`src/rtl/alu_pkg.sv`:
```
// ---------------------------------------------------------------------------
// alu_pkg
// Shared types and constants for the serial add/subtract unit.
//   state_t  : sequencer states (IDLE -> RUN x NIBBLES -> DONE)
//   NIB_W    : width of the carry-lookahead slice
//   SAT_POS  : saturation value for positive overflow
//   SAT_NEG  : saturation value for negative overflow
// ---------------------------------------------------------------------------
package alu_pkg;

    typedef enum logic [1:0] {
        IDLE = 2'd0,
        RUN  = 2'd1,
        DONE = 2'd2
    } state_t;

    localparam int NIB_W = 4;

    localparam logic [15:0] SAT_POS = 16'h7FFF;
    localparam logic [15:0] SAT_NEG = 16'h8000;

endpackage

```
`src/rtl/cla_nibble_slice.sv`:
```
// ---------------------------------------------------------------------------
// cla_nibble_slice
// Combinational 4-bit carry-lookahead adder slice.
//   a, b : nibble operands (b already inverted by the parent for subtract)
//   cin  : carry into bit 0
//   sum  : nibble sum
//   c3   : carry out of bit 3
//   c2   : carry into bit 3 (used by the parent for signed overflow)
// ---------------------------------------------------------------------------
module cla_nibble_slice
    import alu_pkg::*;
(
    input  logic [NIB_W-1:0] a,
    input  logic [NIB_W-1:0] b,
    input  logic             cin,
    output logic [NIB_W-1:0] sum,
    output logic             c3,
    output logic             c2
);

    logic [3:0] g;
    logic [3:0] p;
    logic [4:0] c;

    always_comb begin
        g = a & b;
        p = a ^ b;
        // Every carry is expanded from generate/propagate terms so none of
        // them ripples through the previous bit.
        c[0] = cin;
        c[1] = g[0] | (p[0] & cin);
        c[2] = g[1] | (p[1] & g[0]) | (p[1] & p[0] & cin);
        c[3] = g[2] | (p[2] & g[1]) | (p[2] & p[1] & g[0])
             | (p[2] & p[1] & p[0] & cin);
        c[4] = g[3] | (p[3] & g[2]) | (p[3] & p[2] & g[1])
             | (p[3] & p[2] & p[1] & g[0]) | (p[3] & p[2] & p[1] & p[0] & cin);
        sum  = p ^ c[3:0];
        c3   = c[4];
        c2   = c[3];
    end

endmodule

```
`src/rtl/serial_addsub16.sv`:
```
// ---------------------------------------------------------------------------
// serial_addsub16
// Multi-cycle add/subtract: one 4-bit CLA slice processes one nibble per
// cycle, LSB nibble first. Operands are captured on an accepted start, the
// result and Z/N/V flags are valid on the one-cycle done pulse.
//
// Handshake: start is accepted only in IDLE or DONE and only when flush is
// low; start while busy is dropped, not queued. flush aborts a running
// operation (no done pulse, flags untouched) and returns to IDLE.
//
// Ports:
//   clk, rst_n   : clock (rising edge), asynchronous active-low reset
//   start, flush : request / synchronous abort
//   sub, A, B    : operation select and operands, sampled with start
//   busy, done   : RUN indicator, one-cycle result-valid pulse
//   Result,Z,N,V : result and flags, held until the next operation
//
// Build option: define SERIAL_ADDSUB_SAT_EN to saturate Result on signed
// overflow (7FFF / 8000 by the sign of A). Without it the result wraps.
// ---------------------------------------------------------------------------
module serial_addsub16
    import alu_pkg::*;
#(
    parameter int WIDTH = 16
) (
    input  logic             clk,
    input  logic             rst_n,
    input  logic             start,
    input  logic             flush,
    input  logic             sub,
    input  logic [WIDTH-1:0] A,
    input  logic [WIDTH-1:0] B,
    output logic             busy,
    output logic             done,
    output logic [WIDTH-1:0] Result,
    output logic             Z,
    output logic             N,
    output logic             V
);

    localparam int NIBBLES = WIDTH / NIB_W;
    localparam int IDX_W   = (NIBBLES > 1) ? $clog2(NIBBLES) : 1;
    localparam logic [IDX_W-1:0] LAST_IDX = IDX_W'(NIBBLES - 1);

    state_t           state_q, state_d;
    logic [IDX_W-1:0] idx_q, idx_d;
    logic             carry_q, carry_d;
    logic [WIDTH-1:0] op_a_q, op_a_d;
    logic [WIDTH-1:0] op_b_q, op_b_d;
    logic [WIDTH-1:0] result_q, result_d;
    logic             z_q, z_d;
    logic             n_q, n_d;
    logic             v_q, v_d;

    logic             accept;
    logic             last_nib;
    logic [NIB_W-1:0] slice_a;
    logic [NIB_W-1:0] slice_b;
    logic [NIB_W-1:0] slice_sum;
    logic             slice_c3;
    logic             slice_c2;

    assign accept   = ((state_q == IDLE) || (state_q == DONE)) && start && !flush;
    assign last_nib = (idx_q == LAST_IDX);
    assign slice_a  = op_a_q[int'(idx_q)*NIB_W +: NIB_W];
    assign slice_b  = op_b_q[int'(idx_q)*NIB_W +: NIB_W];

    cla_nibble_slice u_slice (
        .a   (slice_a),
        .b   (slice_b),
        .cin (carry_q),
        .sum (slice_sum),
        .c3  (slice_c3),
        .c2  (slice_c2)
    );

    // State register and datapath registers.
    always_ff @(posedge clk or negedge rst_n) begin
        if (!rst_n) begin
            state_q  <= IDLE;
            idx_q    <= '0;
            carry_q  <= 1'b0;
            op_a_q   <= '0;
            op_b_q   <= '0;
            result_q <= '0;
            z_q      <= 1'b0;
            n_q      <= 1'b0;
            v_q      <= 1'b0;
        end else begin
            state_q  <= state_d;
            idx_q    <= idx_d;
            carry_q  <= carry_d;
            op_a_q   <= op_a_d;
            op_b_q   <= op_b_d;
            result_q <= result_d;
            z_q      <= z_d;
            n_q      <= n_d;
            v_q      <= v_d;
        end
    end

    // Next-state logic.
    always_comb begin
        state_d = state_q;
        case (state_q)
            IDLE: if (accept) state_d = RUN;
            RUN: begin
                if (flush)         state_d = IDLE;
                else if (last_nib) state_d = DONE;
            end
            DONE:    state_d = accept ? RUN : IDLE;
            default: state_d = IDLE;
        endcase
    end

    // Output logic.
    always_comb begin
        busy   = (state_q == RUN);
        done   = (state_q == DONE);
        Result = result_q;
        Z      = z_q;
        N      = n_q;
        V      = v_q;
    end

    // Datapath: operand capture, per-nibble accumulate, final flags.
    always_comb begin
        idx_d    = idx_q;
        carry_d  = carry_q;
        op_a_d   = op_a_q;
        op_b_d   = op_b_q;
        result_d = result_q;
        z_d      = z_q;
        n_d      = n_q;
        v_d      = v_q;
        if (accept) begin
            // Subtraction is A + ~B + 1: invert here, inject the +1 as carry.
            op_a_d  = A;
            op_b_d  = sub ? ~B : B;
            carry_d = sub;
            idx_d   = '0;
        end else if ((state_q == RUN) && !flush) begin
            result_d[int'(idx_q)*NIB_W +: NIB_W] = slice_sum;
            carry_d = slice_c3;
            idx_d   = last_nib ? '0 : idx_q + 1'b1;
            if (last_nib) begin
                // Overflow when carry into the sign bit differs from carry out.
                v_d = slice_c2 ^ slice_c3;
`ifdef SERIAL_ADDSUB_SAT_EN
                if (slice_c2 ^ slice_c3) begin
                    result_d = op_a_q[WIDTH-1] ? WIDTH'(SAT_NEG) : WIDTH'(SAT_POS);
                end
`endif
                z_d = (result_d == '0);
                n_d = result_d[WIDTH-1];
            end
        end
    end

endmodule

```
`config.mk`:
```
export PLATFORM = sky130hd
export DESIGN_NAME = serial_addsub16
export DESIGN_NICKNAME = d
export VERILOG_FILES = /design/src/rtl/alu_pkg.sv /design/src/rtl/cla_nibble_slice.sv /design/src/rtl/serial_addsub16.sv
export SDC_FILE = /design/constraint.sdc
export NUM_CORES = 1
export LEC_CHECK = 0
export ABC_AREA = 1
export BUFFER_PORTS_ARGS = -buffer_cell sky130_fd_sc_hd__clkbuf_2
export CAP_MARGIN = 10
export CORE_MARGIN = 3
export CORE_UTILIZATION = 40
export CTS_BUF_LIST = sky130_fd_sc_hd__clkbuf_8
export CTS_CLUSTER_DIAMETER = 80
export CTS_CLUSTER_SIZE = 40
export DETAILED_ROUTE_END_ITERATION = 7
export HOLD_SLACK_MARGIN = 0.12
export PLACE_DENSITY = 0.7
export SYNTH_ARGS = -nofsm -noshare
export SYNTH_HDL_FRONTEND = slang
export SYNTH_HIERARCHICAL = 1
export SYNTH_SLANG_ARGS = --single-unit
```
`constraint.sdc`:
```
create_clock -name clk -period 2.57 [get_ports clk]
set_input_delay 0.257 -clock clk [delete_from_list [all_inputs] [get_ports clk]]
set_output_delay 0.257 -clock clk [all_outputs]
set_load 0.005 [all_outputs]
```
# Word level (Yosys, flattened, before mapping)
# Cells that the tools add are included.
[totals]
inputBits = 37
word_cells = 75
output_inout_bits = 21
ff_bits = 56
[classes]
reduce_logical = 11
shifts = 4
n_addsub = 2
eq_ne = 5
mux = 12
bitwise_logic = 32
[op_table]
columns = ["op", "count"]
rows = [
  ["negator 4 -> 33 bit", 1],
  ["variable shift 4 x 33 -> 16 bit, first input constant", 1],
  ["variable part select 4 x 33 -> 16 bit", 1],
  ["variable part select 16 x 5 -> 4 bit", 2],
  ["AND 1 bit", 16],
  ["bitwise mux 16 bit", 1],
  ["logical NOT 16 bit", 1],
  ["2-to-1 mux 16 bit", 1],
  ["NOT 16 bit", 1],
  ["2-to-1 mux 2 bit", 6],
  ["bitwise OR 1 bit", 10],
  ["XOR 4 bit", 2],
  ["one-hot mux 2 bit (3 select lines)", 1],
  ["AND 4 bit", 1],
  ["== test 2 bit, second input constant", 2],
  ["AND reduction 2 bit", 2],
  ["logical AND 1 bit", 3],
  ["2-to-1 mux 1 bit", 3],
  ["!= test 3 x 2 -> 1 bit, second input constant", 1],
  ["AND reduction 3 bit", 1],
  ["adder 2 x 1 -> 2 bit, second input constant", 1],
  ["== test 2 x 1 -> 1 bit, second input constant", 1],
  ["logical NOT 2 bit", 1],
  ["!= test 2 bit, second input constant", 1],
  ["other kinds (5)", 5],
]

# Logic depth before layout (Yosys ltp)
[depth]
word_depth = 10
ltp_mapped = 20
depth_no_buf = 19

# By module
# Netlist, hierarchy kept.
[by_module_without_submodules]
columns = ["module", "instances", "cells_each", "area_each_um2", "seq_area_each_um2"]
rows = [
  ["serial_addsub16", 1, 371, 2856.5, 1401.3],
  ["cla_nibble_slice", 1, 31, 193.9, 0.0],
]

# Least setup slack after synthesis
# OpenSTA, ideal clock, no wires.
[synth_timing]
path_type = "reg2reg"
from = "reg idx_q[0]"
to = "reg z_q (netlist: Z)"
required_ns = 2.454
n_path_buf = 1
setup_slack_ns = 0.032
setup_ns = 0.116
period_less_slack_ns = 2.538
path_stages_with_launch = 15
arrival_ns = 2.422
path_cell_list = "dfrtp_1 -> clkinv_1 -> buf_1 -> nor2_1 -> o22ai_1 -> inv_1 -> fa_1 -> xnor2_1 -> nand3_1 -> o21ai_0 -> nor2_1 -> nand2_1 -> nor2_1 -> nand2_1 -> nand2_1"
[synth_between]
word_cells_on_any_way = 27
classes_between = "add/sub: 1; eq/ne: 1; shift: 4; mux: 1; bitwise: 18; reduce/logical: 2"
[synth_lines]
columns = ["item", "line_no", "source"]
rows = [
  ["from (decl)", "serial_addsub16.sv:46", "logic [IDX_W-1:0] idx_q, idx_d;"],
  ["from (signal assigned)", "serial_addsub16.sv:91", "idx_q <= idx_d;"],
  ["variable part select 16 x 5 -> 4 bit *", "serial_addsub16.sv:65", "assign slice_a = op_a_q[int'(idx_q)*NIB_W +: NIB_W];"],
  ["net slice_a[0]", "serial_addsub16.sv:57", "logic [NIB_W-1:0] slice_a;"],
  ["XOR 4 bit", "cla_nibble_slice.sv:27", "p = a ^ b;"],
  ["AND 1 bit", "cla_nibble_slice.sv:31", "c[1] = g[0] | (p[0] & cin);"],
  ["bitwise OR 1 bit *", "cla_nibble_slice.sv:31", ""],
  ["XOR 4 bit *", "cla_nibble_slice.sv:37", "sum = p ^ c[3:0];"],
  ["net slice_sum[1]", "serial_addsub16.sv:59", "logic [NIB_W-1:0] slice_sum;"],
  ["variable part select 4 x 33 -> 16 bit *", "serial_addsub16.sv:143", "result_d[int'(idx_q)*NIB_W +: NIB_W] = slice_sum;"],
  ["bitwise mux 16 bit *", "serial_addsub16.sv:143", ""],
  ["logical NOT 16 bit *", "serial_addsub16.sv:154", "z_d = (result_d == '0);"],
  ["to (signal assigned)", "serial_addsub16.sv:96", "z_q <= z_d;"],
  ["to (decl)", "serial_addsub16.sv:51", "logic z_q, z_d;"],
]
# Mark *: on every way through the listed nets, which the timed path passes. The rest lies on a longest branch.
# A chain may end at the register's enable or synchronous reset.

# Final worst setup path
# Ends and elaborated chain as after synthesis.

==> summary.md <==
| Metric | Value |
|---|---|
| Status | `completed` |
| CTS tree | `built` |
| Core Region | `7330 µm²` |
| DIE WIDTH | `93.3 µm` |
| Lkg Pwr | `2.00 nW` |
| Vias in the first global route | `2664` |
| Worst clock skew | `13.6 ps` |
| Port Buffers | `57` |
| Tot Pwr | `between 0.004 and 0.005 W` |
| CTS clk-pin slew, worst paths | `100 ps` |
| Final core utilization | `0.508` |
| Initial DRC Count | `178` |
| Routed vias | `2749` |
| Hold path depth | `3` |
| Kind of end point of the critical path | `flop` |
| Routability Congestion | `0.892` |
| RR Endpoint | `Z` |
| Die Ht | `93.3 µm` |
| 1st-pass router iterations | `4` |
| Comb pwr share | `0.532` |
| Slowest CP cell | `dfrtp_2` |
| CTS H-tree lvls | `2` |
| Worst setup path category | `reg -> reg` |
| Cell breakdown of the critical path | `buf_6 > o21ai_0 > o22ai_1 > inv_1 > fa_2 > xnor2_2 > inv_1 > nor2_1 > nand3_1 > nand2_1 > nor2_1 > nand2_1 > nor2_1 > nand2_1 > nand2_1` |
| DIE AREA | `roughly 8700 µm²` |
| Hpwl dp | `~5.3 mm` |
| Clk_lat worst skew | `310 ps` |
| Sw Ratio | `0.426` |
| N_diodes | `0` |
| Distinct cell type count after synthesis | `25` |
| Finished Layout Cells | `567` |
| DRC | `0` |
| Worst Tran Pin Value | `between 500 and 600 ps` |
| Hold slack | `144 ps` |
| Net Sw Power | `0.00171 W` |
| Worst EP arrival | `2630 ps` |
| Met1 Use GR | `0.237` |
| Synth Cell Area | `3050 µm²` |
| Nets | `slightly above 500` |
| Num rows | `31` |
| Max stage delay on crit path | `470 ps` |
| Crit path max fanout | `6` |
| Worst flop-to-flop path startpoint | `idx_q[0]` |
| Share of power burned in registers | `0.314` |
| Clock share of power | `0.154` |
| GRT busiest layer | `met2` |
| Initial Utilization | `0.416` |
| Reg2Reg Depth | `15` |
| GR met3 Demand/Resource | `0.0298` |
| Clk sinks | `56` |
| First-pass GRT wire length | `12.0 mm` |
| WP buf/inv | `3` |
| CP most frequent cell | `nand2_1` |
| Post-Syn Instances | `402` |
| Startpoint types | `flop` |
| Share of cells above drive strength 1 | `0.222` |
| Post-synthesis sequential area ratio | `0.459` |
| Relative slew slack | `0.665` |
| Total CTS buffers | `5` |
| Synth Area per Inst | `7.59 µm²` |
| Avg Vias per Cell | `4.85` |
| Largest net degree at the start of global routing | `54` |
| Syn Nets | `450` |
| Max Freq | `414 MHz` |
| Routed Wire Length | `6.95 mm` |
| Final min period | `2420 ps` |
| GRT met2 Usage | `0.269` |
| Total of max-cap violations | `0` |
| Reg2Reg Setup Slack | `150 ps` |
| Area Overhead vs Synth | `22.1%` |
| #FFs+latches synth | `56` |
| Wire per inst | `~12 µm` |
| Final Setup Violations | `0` |
| Num ports | `58` |
| Antenna-violating nets left | `0` |
| Power Density | `1080 nW/µm²` |
| Worst VDD drop | `0.448 mV` |
| Clk buf depth | `2` |
| Hold Path End | `op_a_q[3]` |
| Final Hold Viols | `0` |
| Final Max Tran Viols | `0` |
| Hold Path Class | `in -> reg` |
| Int Power | `0.00230 W` |
| Cells after DPL | `554` |
| Crit-path leading delay family | `simple AND/OR/NAND/NOR gates` |
| CTS root buf | `clkbuf_8` |
| Global Route Usage Sum | `0.168` |
| Final Cycle Share | `0.941` |
| Initial antenna violation count | `0` |
| Synth warnings | `6` |
| CP Data Required Time | `~2800 ps` |
| Min-Delay Startpoint | `A[3]` |
| Global route overflow | `0` |
| Fill cell count | `707` |
[worst min-delay path: cells and delay by family]
| family | cells | cell delay, ps |
|---|---|---|
| buffers and inverters | 1 | 70 |
| AND/OR/NAND/NOR | 2 | 100 |
[sequential cells by signal, summed over array words and instances, names as in the netlist]
name and flops:
state_q 2, Result 16, V 1, Z 1, op_b_q 16, op_a_q 16
idx_q 2, carry_q 1, N 1
[per-stage QoR]
step / setup WS, ps / instance area [µm²] / TNS (ps)
after floorplan: 32.1 / 3050 / 0
after global placement: 7.87 / 3470 / 0
after detailed placement: -71.8 / 3470 / -71.8
after CTS: 21.6 / 3610 / 0
after global routing: -13.3 / 3720 / -13.3
final: 153 / 3720 / 0
[logic make-up (layout without fill, tap and decap cells)]
logic type	count (synthesis)	count (layout)	share of synthesized area
adders and majority gates	11	11	0.0476
DFF	56	56	0.459
xor gates and xnor gates	18	18	0.0517
buffers and inverters	40	106	0.0529
and+or+nand+nor	223	223	0.295
AOI/OAI and AO/OA	54	54	0.0931
[power by group through the flow]
stage / clock network, W / registers (W) / logic (W)
after floorplan: 0 / 0.00123 / 0.00135
after global placement: 0 / 0.00125 / 0.00182
after detailed placement: 0 / 0.00126 / 0.00186
after CTS: 0.000635 / 0.00124 / 0.00187
after global routing: 0.000667 / 0.00129 / 0.00242
final: 0.000617 / 0.00126 / 0.00214
[cell type report]
class / instances / area [µm²] / share of cell area
Tap cell: 99 / 124 / 0.0333
Timing Repair Buffer: 72 / 412 / 0.111
Inverter: 26 / 103 / 0.0276
Clock buffer: 7 / 96.3 / 0.0259
Clock inverter: 1 / 30.0 / 0.00806
Multi-Input combinational cell: 306 / 1560 / 0.418
Sequential cell: 56 / 1400 / 0.377
[routing by layer]
metal | wire [µm] | vias up
li1 | - | 1400
met1 | 3350 | 1268
met2 | 3200 | 73
met3 | 346 | 8
met4 | 46 | 0
met5 | 0 | -
[cells in the mapped netlist]
cell type / count / area [µm²]
a21oi_1: 1 / 5.00
ha_1: 10 / 125
fa_1: 1 / 20.0
o21ai_0: 40 / 200
clkinv_1: 2 / 7.51
buf_2: 6 / 30.0
nand2_4: 1 / 11.3
nand2_2: 3 / 18.8
nand3_1: 18 / 90.1
buf_1: 1 / 3.75
nand4_1: 3 / 18.8
dfrtp_1: 56 / 1400
o22ai_1: 10 / 62.6
nand3b_1: 1 / 7.51
nor2_1: 39 / 146
buf_4: 1 / 7.51
or2_1: 1 / 6.26
a31oi_1: 1 / 6.26
nor3_4: 1 / 16.3
xnor2_1: 18 / 158
clkbuf_1: 6 / 22.5
inv_1: 23 / 86.3
o21ai_1: 2 / 10.0
inv_2: 1 / 3.75
nand2_1: 156 / 586
[cells in the final DEF (no fill, tap or decap), drive strengths merged, types with 3 or more instances in the layout]
| cell type | n |
|---|---|
| nand2 | 160 |
| clkbuf | 64 |
| dfrtp | 56 |
| o21ai | 42 |
| nor2 | 39 |
| inv | 26 |
| nand3 | 18 |
| xnor2 | 18 |
| buf | 14 |
| o22ai | 10 |
| ha | 10 |
| nand4 | 3 |
[worst max path at each step]
stage / cells past startpoint / start / to / slack, ps
3_3_place_gp: 13 / idx_q[0] / Z / 8
5_1_grt: 15 / idx_q[0] / Z / -10
4_1_cts: 13 / idx_q[0] / Z / 20
6_report: 15 / idx_q[0] / Z / 150
3_5_place_dp: 17 / idx_q[0] / Z / -70
2_1_floorplan: 14 / idx_q[0] / Z / 30
[what timing repair did]
item | in CTS | in global routing
gates cloned | 0 | 1
endpoints found under the hold margin | 56 | 0
pin swaps | 0 | 7
resized for setup | 1 | 33
setup endpoints to repair | 1 | 4
hold buffers | 1 | 0
setup buffers | 0 | 3
(Power assumes the default switching activity.)
